File: src/rtl/gray_conv_sched.sv
// gray_conv_sched: round-robin scheduler time-sharing one gray-to-binary converter among N_REQ requesters.
// Define GRAY_CONV_SCHED_STATS_EN to add the 16-bit conv_count completed-conversion counter.
module gray_conv_sched #(
  parameter int N_REQ = 4,
  parameter int WIDTH = 4,
  parameter int ID_W  = $clog2(N_REQ)
) (
  input  logic                   clk,
  input  logic                   rst_n,
  input  logic [N_REQ-1:0]       req_valid,
  input  logic [N_REQ*WIDTH-1:0] req_gray,
  output logic [N_REQ-1:0]       req_ready,
  output logic                   rsp_valid,
  input  logic                   rsp_ready,
  output logic [WIDTH-1:0]       rsp_bin,
  output logic [ID_W-1:0]        rsp_id
`ifdef GRAY_CONV_SCHED_STATS_EN
  ,
  output logic [15:0]            conv_count
`endif
);
  typedef enum logic [1:0] {IDLE, CONV, HOLD} state_t;
  state_t           r_state;
  logic [ID_W-1:0]  r_ptr, r_id, w_gid, w_idx;
  logic [WIDTH-1:0] r_gray, w_bin;
  logic             w_any, w_hs;
  // Scan from the highest offset down so the lowest offset from r_ptr wins.
  always_comb begin
    w_any = 1'b0;
    w_gid = '0;
    w_idx = '0;
    for (int k = N_REQ - 1; k >= 0; k--) begin
      w_idx = ID_W'((int'(r_ptr) + k) % N_REQ);
      if (req_valid[w_idx]) begin
        w_any = 1'b1;
        w_gid = w_idx;
      end
    end
  end
  assign req_ready = (rst_n && r_state == IDLE && w_any) ? N_REQ'(1) << w_gid : '0;
  assign w_hs      = |(req_valid & req_ready);
  // Each binary bit is the parity of the gray bits at and above it.
  always_comb begin
    w_bin = '0;
    for (int i = 0; i < WIDTH; i++) w_bin[i] = ^(r_gray >> i);
  end
  always_ff @(posedge clk or negedge rst_n) begin
    if (!rst_n) begin
      r_state   <= IDLE;
      r_ptr     <= '0;
      r_gray    <= '0;
      r_id      <= '0;
      rsp_valid <= 1'b0;
      rsp_bin   <= '0;
      rsp_id    <= '0;
`ifdef GRAY_CONV_SCHED_STATS_EN
      conv_count <= '0;
`endif
    end else begin
      case (r_state)
        IDLE: if (w_hs) begin
          r_gray  <= req_gray[int'(w_gid)*WIDTH +: WIDTH];
          r_id    <= w_gid;
          r_ptr   <= (w_gid == ID_W'(N_REQ - 1)) ? '0 : w_gid + 1'b1;
          r_state <= CONV;
        end
        CONV: begin
          rsp_bin   <= w_bin;
          rsp_id    <= r_id;
          rsp_valid <= 1'b1;
          r_state   <= HOLD;
        end
        HOLD: if (rsp_ready) begin
          rsp_valid <= 1'b0;
          r_state   <= IDLE;
`ifdef GRAY_CONV_SCHED_STATS_EN
          conv_count <= conv_count + 16'd1;
`endif
        end
        default: r_state <= IDLE;
      endcase
    end
  end
endmodule

File: config.mk
export PLATFORM = sky130hd
export DESIGN_NAME = gray_conv_sched
export DESIGN_NICKNAME = d
export VERILOG_FILES = /design/src/rtl/gray_conv_sched.sv
export SDC_FILE = /design/constraint.sdc
export NUM_CORES = 1
export LEC_CHECK = 0
export ABC_AREA = 0
export BUFFER_PORTS_ARGS = -buffer_cell sky130_fd_sc_hd__clkbuf_2
export CAP_MARGIN = 10
export CORE_ASPECT_RATIO = 0.75
export CORE_MARGIN = 2
export CORE_UTILIZATION = 51
export DETAILED_ROUTE_END_ITERATION = 6
export PLACE_DENSITY = 0.81
export SLEW_MARGIN = 30
export SYNTH_ARGS = -nofsm -noshare
export SYNTH_HDL_FRONTEND = slang
export SYNTH_SLANG_ARGS = --single-unit
File: constraint.sdc
create_clock -name clk -period 6.5 [get_ports clk]
set_input_delay 0.65 -clock clk [delete_from_list [all_inputs] [get_ports clk]]
set_output_delay 0.65 -clock clk [all_outputs]
set_load 0.01 [all_outputs]
# Yosys cells after proc, flatten, opt, wreduce, memory -nomap -nowiden
# Cells that the tools add are included.
# classes
n_addsub	4
mul	0
div_mod_pow	0
magnitude_cmp	4
eq_ne	5
shift	2
mux	23
bitwise_logic	1
reduce_logical	12
# op_table
operator	count
XOR reduction 4 bit	4
variable part select 16 x 5 -> 4 bit	1
two-way mux 2 bit	7
< comparator 2 x 3 -> 1 bit (second input constant)	4
two-way mux 1 bit	9
binary-select mux 1 bit (select 2 bit)	4
case mux 2 bit (3 select lines)	1
AND reduction 2 bit	3
adder 2 x 1 -> 2 bit (second input constant)	2
adder 2 bit (second input constant)	2
bitwise AND 4 bit	1
equality test 2 bit (second input constant)	2
two-way mux 4 bit	1
inequality test 2 bit (second input constant)	2
OR reduction 4 bit	1
left shift 1 x 2 -> 4 bit (first input constant)	1
equality test 2 x 1 -> 1 bit (second input constant)	1
logical AND 1 bit	2
logical NOT 2 bit	1
case mux 1 bit (2 select lines)	1
nonzero test 2 bit	1
# totals
register_bits	17
latchBits	0
ram_bits	0
mem_bits_ro	0
in_bits	23
out_inout_bits	11
elab_cells	58
mem_count	0

# Logic depth before layout (Yosys ltp)
# depth
depth_word	13
mapped_depth	9
mapped_depth_nobuf	8

# Worst setup path after synthesis
# No wires, ideal clock.
# synth_timing
kind	in2out
from	in req_valid[0]
to	out req_ready[3]
arrival_time_ps	1725
required_time_ps	5850
slack_ps	4125
cell_stages	6
path_cell_list	a21oi_1 -> a2bb2oi_2 -> buf_4 -> ha_1 -> inv_1 -> nor2_1
# synth_via
elab_chain_cells	8
elab_cells_between_ends	19
# synth_rtl
item	line	text
start: declaration	10	input logic [N_REQ-1:0] req_valid,
binary-select mux 1 bit (select 2 bit)	34	if (req_valid[w_idx]) begin
two-way mux 1 bit (implied by the code)	34	
two-way mux 2 bit / two-way mux 1 bit (equally long branches) (4 in a row)	34	
left shift 1 x 2 -> 4 bit / logical AND 1 bit (equally long branches)	40	assign req_ready = (rst_n && r_state == IDLE && w_any) ? N_REQ'(1) << w_gid : '0;
two-way mux 4 bit (*)	40	
end: declaration	12	output logic [N_REQ-1:0] req_ready,
# Every way passes the cells marked *; elsewhere a longest branch is shown, timed or not. The select of a mux whose other input is x is not followed.

# Worst setup path after layout
# layout_timing
from	reg r_ptr[1]
to	out req_ready[3]
# layout_via
elab_chain_cells	9
elab_cells_between_ends	22
# layout_rtl
item	line	text
start: declaration	24	logic [ID_W-1:0] r_ptr, r_id, w_gid, w_idx;
start signal: assignment	64	r_ptr <= (w_gid == ID_W'(N_REQ - 1)) ? '0 : w_gid + 1'b1;
adder 2 bit	33	w_idx = ID_W'((int'(r_ptr) + k) % N_REQ);
binary-select mux 1 bit (select 2 bit)	34	
two-way mux 1 bit (implied by the code)	34	
two-way mux 2 bit / two-way mux 1 bit (equally long branches) (4 in a row)	34	
left shift 1 x 2 -> 4 bit / logical AND 1 bit (equally long branches)	40	
two-way mux 4 bit (*)	40	
# Marked as above.

==> out/metrics.csv <==
metric,value,unit
Pint,0.3112,mW
pre-CTS setup slack,3.599,ns
"Net Count, Synth",105,
R2R Path Start,r_ptr[1],
ANT cells,0,
setup violators final,0,
worst-margin pin slew,0.8509,ns
"count leader, synth",dfrtp_1,
DIE AREA,2189,sq um
TritonCTS clock tree,built,
1st-iter DRT viols,3,
initial core utilization,54.06,%
unrepaired setup endpoints after global routing,no,
"EDFF count, synth",0,
Post-Syn Instances,81,
mean area per synthesized cell,11.51,sq um
Finished Cell Area,1141,sq um
register bit total from synthesis,17,
largest net degree at the start of global routing,19,
Final TNS setup,0,ns
crit path time final,2.872,ns
Routed WL per cell,12.88,microns
Worst R2R Path Depth,7,
DRC,0,
Setup crit end kind,output port,
clock skew,0.01466,ns
YS warnings,0,
ys flop type,dfrtp_1,
Tot Pwr,0.5111,mW
cell taking the most area after synthesis,dfrtp_1,
Hold Crit Class,in -> async,
Max IR drop VDD,0.0002530,V
PD cells,447.9,nW/um^2
sequential cell area fraction in the yosys report,45.64,%
initial antenna violation count,0,
first-pass GRT wire length,3008,microns
row count,13,
share of cells above drive strength 1,43.97,%
combinational power share,49.6,%
grt total ovfl,0,
Synth top cells by count,"dfrtp_1, mux2i_1, mux2_2",
Placed Area,1114,sq um
TritonRoute pass-1 iters,4,
reg2reg end,r_gray[0],
H-tree Lvls,1,
CP Data Arrival Time,2.22,ns
# clock sinks,17,
Tcrit/Tclk final,44.19,%
fmax,348.2,MHz
Worst slew margin,43.23,%
fillers,153,
Synth top area share,45.64,%
vias per cell,5.261,
routed via count,726,
WL final,1778,microns
DP HPWL,1429,microns
clock latency on the worst-skew pair,0.30,ns
startpoint types,flip-flop,
I/O pin cnt,34,
post-CTS setup buffer count,0,
CTS root buf,clkbuf_4,
clock network fraction of total power,11.4,%
switching part of the total power,39.11,%
core area,1724,sq um
area delta synth->final,22.42,%
"antenna viol nets, final",0,
Net Sw Power,0.1999,mW
CP Data Required Time,5.85,ns
Post-synth ARST share,100.0,%
synthesized area,932.1,sq um
max_cap viols,0,
"Reg clk slew, reported paths",0.11,ns
global placement routability congestion,0.8567,
Synth cell types,23,
hold_buf cts,0,
Total Routing Usage GR,20.41,%
critical path type,reg -> out,
TritonCTS Buffers,3,
vias in the first global route,708,
Max Slew Vio Count,0,
Sequential Power Share,39.0,%
chip width,53.37,microns
fin worst setup slack,3.628,ns
crit path max fanout,14,
status,finished clean,
PostCTS Resize Cnt,0,
Leak,0.5644,nW
Layout Utilization,66.18,%
final-report hold violation count,0,
clock buffer depth,2,
die extent in y,41.03,microns
Total Nets Final,141,
synth top area cells,"dfrtp_1, mux2i_1, mux2_2",
reg2reg setup slack,3.94,ns
IO Port Bufs,33,
-- worst max-delay path, cell delays in order, from the launching register on --
cell	delay [ns]
dfrtp_1	0.46
nand2_1	0.11
nand3b_1	0.09
a2bb2oi_2	0.69
ha_1	0.30
inv_1	0.04
nor2_1	0.09
clkbuf_2	0.15
-- cells by family after synthesis --
logic type / count (synthesis) / synth area share [%]
multiplexers: 23 / 26.04
AND/OR/NAND/NOR: 20 / 10.87
flip-flops: 17 / 45.64
AO/OA/AOI/OAI: 12 / 10.87
buffers and inverters: 5 / 2.416
XOR/XNOR: 3 / 2.819
adder cells (fa/ha/maj): 1 / 1.342
-- cells in the final DEF, fill, tap and decap left out, types with 3 or more instances in the layout --
cell type  netlist  routed
nor2_1           6       6
mux2_2          10      10
dfrtp_1         17      17
nand2_1          5       5
clkbuf_4         0       3
mux2i_1         13      13
a21oi_1          5       5
o21ai_0          4       4
clkbuf_2         0      33
inv_1            3       3
-- final cells by class --
cell class	count	area, sq um	area share, %
multi-input combinational	59	484.2	42.43
sequential	17	425.4	37.28
timing repair buffer	33	165.2	14.47
tap	22	27.53	2.412
clock buffer	3	22.52	1.974
inverter	3	11.26	0.9868
clock inverter	1	5.005	0.4386
-- metrics by stage --
stage	hold WS, ns	instances
5_1_grt	0.2799	138
4_1_cts	0.2714	138
3_5_place_dp	0.4922	134
2_1_floorplan	0.3544	81
6_report	0.2580	138
3_3_place_gp	0.4659	134
-- sequential cells by signal (all words and copies together), names as in the netlist --
register	count
r_gray	4
rsp_bin	4
r_id	2
r_ptr	2
r_state	2
rsp_id	2
rsp_valid	1
-- how the worst max path moves through the flow --
stage | startpoint | end | slack, ns | depth (start not counted)
2_1_floorplan | req_valid[0] | req_ready[3] | 4.12 | 6
3_3_place_gp | req_valid[1] | req_ready[3] | 3.70 | 7
3_5_place_dp | req_valid[1] | r_gray[3] | 3.60 | 7
4_1_cts | r_ptr[1] | req_ready[3] | 3.59 | 7
5_1_grt | r_ptr[0] | req_ready[3] | 3.49 | 7
6_report | r_ptr[1] | req_ready[3] | 3.63 | 7
-- per-layer routing --
| metal | vias to the layer above | global-route usage, % | wire [microns] |
|---|---|---|---|
| li1 | 358 | - | - |
| met1 | 338 | 21.14 | 749 |
| met2 | 26 | 37.96 | 867 |
| met3 | 4 | 6.569 | 125 |
| met4 | 0 | 10.90 | 36 |
| met5 | - | 0 | 0 |
-- power groups by stage --
stage                     Combinational, mW  Sequential [mW]  Clock, mW
final                                 0.254            0.199     0.0580
after global routing                  0.283            0.206     0.0641
after CTS                             0.258            0.200     0.0597
after detailed placement              0.258            0.202          0
after global placement                0.247            0.199          0
after floorplan                       0.186            0.203          0
(Power assumes the default switching activity.)
